==> src/rtl/modexp_seq_if.sv <==
// modexp_seq_if: host start/busy/done bus plus the
// req/ack bus toward the shared modular multiplier.
interface modexp_seq_if #(
  parameter int WIDTH = 64,
  parameter int EBITS = 8
);
  logic             start;
  logic [WIDTH-1:0] base;
  logic [WIDTH-1:0] modulus;
  logic [EBITS-1:0] exp;
  logic             busy;
  logic             done;
  logic [WIDTH-1:0] result;
  logic             trig;
  logic             mm_req;
  logic [WIDTH-1:0] mm_a;
  logic [WIDTH-1:0] mm_b;
  logic [WIDTH-1:0] mm_n;
  logic             mm_ack;
  logic [WIDTH-1:0] mm_p;

  modport master (
    output start, base, modulus, exp,
    output mm_ack, mm_p,
    input  busy, done, result, trig,
    input  mm_req, mm_a, mm_b, mm_n
  );

  modport slave (
    input  start, base, modulus, exp,
    input  mm_ack, mm_p,
    output busy, done, result, trig,
    output mm_req, mm_a, mm_b, mm_n
  );
endinterface

==> src/rtl/modexp_seq.sv <==
// modexp_seq: left-to-right square-and-multiply sequencer.
// MODEXP_DUMMY_MUL_EN: always issue the multiply (constant time).
module modexp_seq #(
  parameter int WIDTH = 64,
  parameter int EBITS = 8
) (
  input logic         clk,
  input logic         rst,
  modexp_seq_if.slave bus
);

  localparam int IW = (EBITS > 1) ? $clog2(EBITS) : 1;
  localparam logic [IW-1:0] IDX_TOP = IW'(EBITS - 1);
  localparam logic [WIDTH-1:0] ONE = WIDTH'(1);

`ifdef MODEXP_DUMMY_MUL_EN
  localparam logic DUMMY = 1'b1;
`else
  localparam logic DUMMY = 1'b0;
`endif

  typedef enum logic [2:0] {
    S_IDLE,
    S_SQR,
    S_MUL,
    S_NEXT,
    S_DONE
  } state_t;

  state_t           state_q, state_d;
  logic [WIDTH-1:0] acc_q, acc_d;
  logic [WIDTH-1:0] base_q, base_d;
  logic [WIDTH-1:0] mod_q, mod_d;
  logic [EBITS-1:0] exp_q, exp_d;
  logic [IW-1:0]    idx_q, idx_d;
  logic [WIDTH-1:0] result_q, result_d;
  logic             busy_q, busy_d;
  logic             done_q, done_d;
  logic             trig_q, trig_d;
  logic             req_q, req_d;
  logic [WIDTH-1:0] a_q, a_d;
  logic [WIDTH-1:0] b_q, b_d;
  logic             cur_bit;

  assign cur_bit = exp_q[idx_q];

  // Next-state, datapath and registered-output decode.
  always_comb begin
    state_d  = state_q;
    acc_d    = acc_q;
    base_d   = base_q;
    mod_d    = mod_q;
    exp_d    = exp_q;
    idx_d    = idx_q;
    result_d = result_q;
    busy_d   = busy_q;
    done_d   = 1'b0;
    trig_d   = 1'b0;
    req_d    = req_q;
    a_d      = a_q;
    b_d      = b_q;
    unique case (state_q)
      S_IDLE: begin
        if (bus.start) begin
          state_d = S_SQR;
          base_d  = bus.base;
          mod_d   = bus.modulus;
          exp_d   = bus.exp;
          acc_d   = ONE;
          idx_d   = IDX_TOP;
          busy_d  = 1'b1;
          trig_d  = 1'b1;
          req_d   = 1'b1;
          a_d     = ONE;
          b_d     = ONE;
        end
      end
      S_SQR: begin
        if (bus.mm_ack) begin
          acc_d = bus.mm_p;
          if (cur_bit || DUMMY) begin
            state_d = S_MUL;
            a_d     = bus.mm_p;
            b_d     = base_q;
          end else begin
            state_d = S_NEXT;
            req_d   = 1'b0;
          end
        end
      end
      S_MUL: begin
        if (bus.mm_ack) begin
          // a dummy product for a zero bit is dropped
          if (cur_bit) begin
            acc_d = bus.mm_p;
          end
          state_d = S_NEXT;
          req_d   = 1'b0;
        end
      end
      S_NEXT: begin
        if (idx_q == '0) begin
          state_d  = S_DONE;
          done_d   = 1'b1;
          result_d = acc_q;
        end else begin
          idx_d   = idx_q - IW'(1);
          state_d = S_SQR;
          req_d   = 1'b1;
          a_d     = acc_q;
          b_d     = acc_q;
        end
      end
      S_DONE: begin
        state_d = S_IDLE;
        busy_d  = 1'b0;
      end
      default: begin
        state_d = S_IDLE;
        busy_d  = 1'b0;
        req_d   = 1'b0;
      end
    endcase
  end

  // State and output registers with synchronous reset.
  always_ff @(posedge clk) begin
    if (rst) begin
      state_q  <= S_IDLE;
      acc_q    <= ONE;
      base_q   <= '0;
      mod_q    <= '0;
      exp_q    <= '0;
      idx_q    <= '0;
      result_q <= '0;
      busy_q   <= 1'b0;
      done_q   <= 1'b0;
      trig_q   <= 1'b0;
      req_q    <= 1'b0;
      a_q      <= '0;
      b_q      <= '0;
    end else begin
      state_q  <= state_d;
      acc_q    <= acc_d;
      base_q   <= base_d;
      mod_q    <= mod_d;
      exp_q    <= exp_d;
      idx_q    <= idx_d;
      result_q <= result_d;
      busy_q   <= busy_d;
      done_q   <= done_d;
      trig_q   <= trig_d;
      req_q    <= req_d;
      a_q      <= a_d;
      b_q      <= b_d;
    end
  end

  assign bus.busy   = busy_q;
  assign bus.done   = done_q;
  assign bus.result = result_q;
  assign bus.trig   = trig_q;
  assign bus.mm_req = req_q;
  assign bus.mm_a   = a_q;
  assign bus.mm_b   = b_q;
  assign bus.mm_n   = mod_q;

endmodule

==> src/flat_wrapper.sv <==
// flat-port wrapper written by rule: the top's interface ports become plain ports
module modexp_seq_flat 
#(
  parameter int WIDTH = 64,
  parameter int EBITS = 8
)
  (clk, rst, bus_start, bus_base, bus_modulus, bus_exp, bus_mm_ack, bus_mm_p, bus_busy, bus_done, bus_result, bus_trig, bus_mm_req, bus_mm_a, bus_mm_b, bus_mm_n);
  modexp_seq_if #(.WIDTH(WIDTH), .EBITS(EBITS)) bus_i ();
  input logic clk;
  input logic rst;
  input wire logic [$bits(bus_i.start)-1:0] bus_start;
  input wire logic [$bits(bus_i.base)-1:0] bus_base;
  input wire logic [$bits(bus_i.modulus)-1:0] bus_modulus;
  input wire logic [$bits(bus_i.exp)-1:0] bus_exp;
  input wire logic [$bits(bus_i.mm_ack)-1:0] bus_mm_ack;
  input wire logic [$bits(bus_i.mm_p)-1:0] bus_mm_p;
  output wire logic [$bits(bus_i.busy)-1:0] bus_busy;
  output wire logic [$bits(bus_i.done)-1:0] bus_done;
  output wire logic [$bits(bus_i.result)-1:0] bus_result;
  output wire logic [$bits(bus_i.trig)-1:0] bus_trig;
  output wire logic [$bits(bus_i.mm_req)-1:0] bus_mm_req;
  output wire logic [$bits(bus_i.mm_a)-1:0] bus_mm_a;
  output wire logic [$bits(bus_i.mm_b)-1:0] bus_mm_b;
  output wire logic [$bits(bus_i.mm_n)-1:0] bus_mm_n;
  assign bus_i.start = bus_start;
  assign bus_i.base = bus_base;
  assign bus_i.modulus = bus_modulus;
  assign bus_i.exp = bus_exp;
  assign bus_i.mm_ack = bus_mm_ack;
  assign bus_i.mm_p = bus_mm_p;
  assign bus_busy = bus_i.busy;
  assign bus_done = bus_i.done;
  assign bus_result = bus_i.result;
  assign bus_trig = bus_i.trig;
  assign bus_mm_req = bus_i.mm_req;
  assign bus_mm_a = bus_i.mm_a;
  assign bus_mm_b = bus_i.mm_b;
  assign bus_mm_n = bus_i.mm_n;
  modexp_seq #(.WIDTH(WIDTH), .EBITS(EBITS)) u_core (.clk(clk), .rst(rst), .bus(bus_i));
endmodule
==> config.mk <==
export PLATFORM = sky130hd
export DESIGN_NAME = modexp_seq_flat
export DESIGN_NICKNAME = d
export VERILOG_FILES = /design/src/rtl/modexp_seq_if.sv /design/src/rtl/modexp_seq.sv /design/src/flat_wrapper.sv
export SDC_FILE = /design/constraint.sdc
export NUM_CORES = 1
export LEC_CHECK = 0
export CAP_MARGIN = 20
export CORE_ASPECT_RATIO = 0.6
export CORE_MARGIN = 2
export CORE_UTILIZATION = 43
export CTS_CLUSTER_SIZE = 24
export DETAILED_ROUTE_END_ITERATION = 16
export GPL_TIMING_DRIVEN = 0
export PLACE_DENSITY = 0.77
export SLEW_MARGIN = 20
export SYNTH_ARGS = -nofsm -noshare
export SYNTH_HDL_FRONTEND = slang
export SYNTH_SLANG_ARGS = --single-unit
==> constraint.sdc <==
create_clock -name clk -period 1.9 [get_ports clk]
set_clock_uncertainty 0.15 [all_clocks]
set_input_delay 0.19 -clock clk [delete_from_list [all_inputs] [get_ports clk]]
set_output_delay 0.19 -clock clk [all_outputs]
set_load 0.01 [all_outputs]
==> qor.yml <==
gp_congestion: 0.960
fin_util_pct: 74.7
path_max_fanout: 7
clock_sinks: 402
instances_no_fill: 2798
grtUsageMet1_pct: 40.9
ys.flop_type: "dfxtp_1"
cts_made_buffers: 39
path_class: "flip-flop to flip-flop"
grtUsageMet3_pct: 6.62
hold_path_class: "input pin to flip-flop"
worstHoldPathCells: 3
critical_path.startpoint_type: "flip-flop"
final_nets: 2499
hold_violations: 0
p_per_area_nw_per_um2: 1260
dp.final_hpwl_um: 44400
synth.net_count: 1899
violations: "negative setup slack"
drive_gt1_share_pct: 31.7
fmax_mhz: 432
grt_max_degree: 15
crit_family: "buffers and inverters"
clk-insertion-delay-late_ns: 0.55
start_util_pct: 44.0
hold_ws_ns: 0.0464
path_buf_inv: 5
worstMarginPinSlew_ns: 1.26
die_w_um: 249
required_ns: 2.19
fp-row-count: 53
rsz0062_at_grt: "true"
die_area_um2: 37700
cap_violations: 0
dieHeight_um: 151
synth_top_area_share_pct: 51.8
hold_buffers: 0
setup-violations-final: 384
rr_startpoint: "u_core.state_q[0]"
mappedNetlistArea_um2: 15500
hold_start: "bus_modulus[55]"
synth-edff-count: 0
mostFrequentLayoutCells: "clkdlybuf4s50_1, dfxtp_1, nand2_1"
ios: 464
synthAdderAreaFrac_pct: 0.161
fp.coreArea_um2: 35300
peakVddDrop_v: 0.00107
path_cells: "buf_6 > and3b_1 > buf_6 > nand3b_4 > a221o_1 > and2_4 > buf_12 > buf_12 > buf_16 > a211oi_2"
grt_pass1_wl_um: 91600
grt_busiest_layer: "met2"
synth_compound_area_share_pct: 31.4
r2r_end: "u_core.bus.mm_a[6]"
placedCellCount: 2622
finalWorstSetupSlack_ns: -0.417
wl_um: 71600
register_area_um2: 8060
p_total_uw: 33300
drt_iter0_drc: 1545
wire_per_inst_um: 25.6
cpPeakStageDelay_ns: 0.37
syn_inst: 1693
antenna_left: 0
root_buffer: "clkbuf_16"
final_common_cell: "clkdlybuf4s50_1"
whs_endpoint: "u_core.bus.mm_n[55]"
ys_seq_area_share_pct: 51.8
ys_warn_count: 0
grtUsageMet2_pct: 51.9
ys_top_cells_by_area: "dfxtp_1, a21oi_1, nand2_1, a211oi_2, a22oi_1"
rrSetupSlack_ns: -0.42
cts.reportedPaths.clkPinSlew_ns: 0.07
drv_slew: 0
post_drt_via_cell_ratio: 6.00
fillers: 2182
port_buffers: 462
period_minus_slack_ns: 2.32
clk_path_buf_depth: 3
cts_htree_levels: 2
async_reset_ff_share_pct: 0
gr-total-overflow: 0
drc: 0
critPathSlowestCell: "a221o_1"
cts_tree: "yes"
avgSynthCellArea_um2: 9.18
synth_xor_area_share_pct: 0.113
critPathCaptureType: "flip-flop"
synth_top_area_cell: "dfxtp_1"
relSlewSlack_pct: 16.2
status: "finished with violations"
antenna_found_initial: 9
grt_usage_pct: 31.6
crit_arrival_ns: 2.61
p_leak_uw: 0.00972
synthToLayoutAreaGrowth_pct: 69.7
multi_input_comb_area_um2: 8430
firstDrtPassIters: 8
num_vias: 16800
synthSimpleGateAreaFrac_pct: 11.0
grt_pass1_vias: 15400
synth_mux_area_share_pct: 0.274
yosys.cell_types.count: 43
synth_seq_cells: 402
ff2ff_path_depth: 10
finalCritPeriodShare_pct: 122
synth_top_family_by_area: "compound AO/OA/AOI/OAI gates"
-- worst register-to-register path: stages, from the launching register on --
cell,delay (ns)
dfxtp_2,0.34
buf_6,0.10
and3b_1,0.16
buf_6,0.12
nand3b_4,0.08
a221o_1,0.37
and2_4,0.17
buf_12,0.13
buf_12,0.15
buf_16,0.15
a211oi_2,0.27
-- cells in the mapped netlist, types with 2 or more instances --
| cell type | n |
|---|---|
| buf_2 | 45 |
| a211oi_1 | 7 |
| xnor2_1 | 2 |
| dfxtp_1 | 402 |
| nor3_1 | 2 |
| buf_6 | 12 |
| a211oi_2 | 120 |
| a311oi_1 | 3 |
| buf_4 | 2 |
| clkbuf_1 | 107 |
| nand2_1 | 402 |
| mux2_2 | 2 |
| and2_1 | 2 |
| inv_1 | 4 |
| or3_1 | 2 |
| nand2b_1 | 8 |
| ha_1 | 2 |
| a22oi_1 | 127 |
| a22o_1 | 64 |
| nor2_1 | 12 |
| o22ai_1 | 3 |
| buf_1 | 4 |
| mux2i_1 | 2 |
| or2_2 | 2 |
| o21ai_1 | 2 |
| a21oi_1 | 336 |
-- cell families after synthesis --
group / Yosys count
buf+inv: 175
fa+ha+maj: 2
xor+xnor: 2
simple gates: 437
flops: 402
compound gates: 671
mux: 4
-- registers in the layout, indices dropped and copies added, names as in the netlist, 3 cells and up --
name,cells
u_core.acc_q,64
u_core.base_q,64
u_core.bus.mm_a,64
u_core.bus.mm_b,64
u_core.bus.mm_n,64
u_core.bus.result,64
u_core.exp_q,8
u_core.idx_q,3
u_core.state_q,3
-- where the power goes --
part           switching (uW)  internal (uW)
sequential               1240           9800
clock                    3470           4740
combinational            6980           7090
total                   11700          21600
-- timing repair --
item                                    4_1_cts  5_1_grt
hold endpoints to repair                      0        0
setup buffers                                21       35
pin swaps                                    12      163
endpoints found under the setup margin      402      404
resized for setup                           158      650
gates cloned                                  8       39
-- layout make-up --
type                    instances  area share (%)
plain buffers                 168            6.52
well taps                     467            2.22
diodes                          9          0.0854
inverters                       4          0.0665
clock buffers                  64            4.56
repair buffers                559            23.6
multi-input cells            1119            32.0
flip-flops and latches        402            30.6
clock inverters                 6           0.413
-- worst max path at each step --
stage,depth (start not counted),slack [ns],start,to
5_1_grt,10,-0.44,u_core.state_q[0],u_core.bus.mm_a[6]
2_1_floorplan,9,-0.05,u_core.state_q[1],u_core.bus.mm_a[10]
3_5_place_dp,9,-0.95,bus_start,u_core.base_q[38]
4_1_cts,10,-0.35,u_core.state_q[1],u_core.bus.mm_a[11]
3_3_place_gp,7,-1.12,u_core.state_q[2],u_core.bus.result[9]
6_report,10,-0.42,u_core.state_q[0],u_core.bus.mm_a[6]
-- per-stage QoR --
stage	worst slack, ns	cell area, um^2	TNS, ns
after floorplan	-0.0523	15800	-9.79
after global placement	-1.12	21000	-292.83
after detailed placement	-0.949	21000	-288.32
after CTS	-0.347	23200	-86.34
after global routing	-0.441	26400	-92.39
final	-0.417	26400	-81.17
-- metal layers --
| layer | vias to the layer above | routed length [um] | share of wire, % |
|---|---|---|---|
| li1 | 7260 | - | - |
| met1 | 8281 | 27800 | 39 |
| met2 | 1024 | 33700 | 47 |
| met3 | 227 | 6460 | 9.0 |
| met4 | 0 | 3710 | 5.2 |
| met5 | - | 0 | 0 |
(Power assumes the default switching activity.)
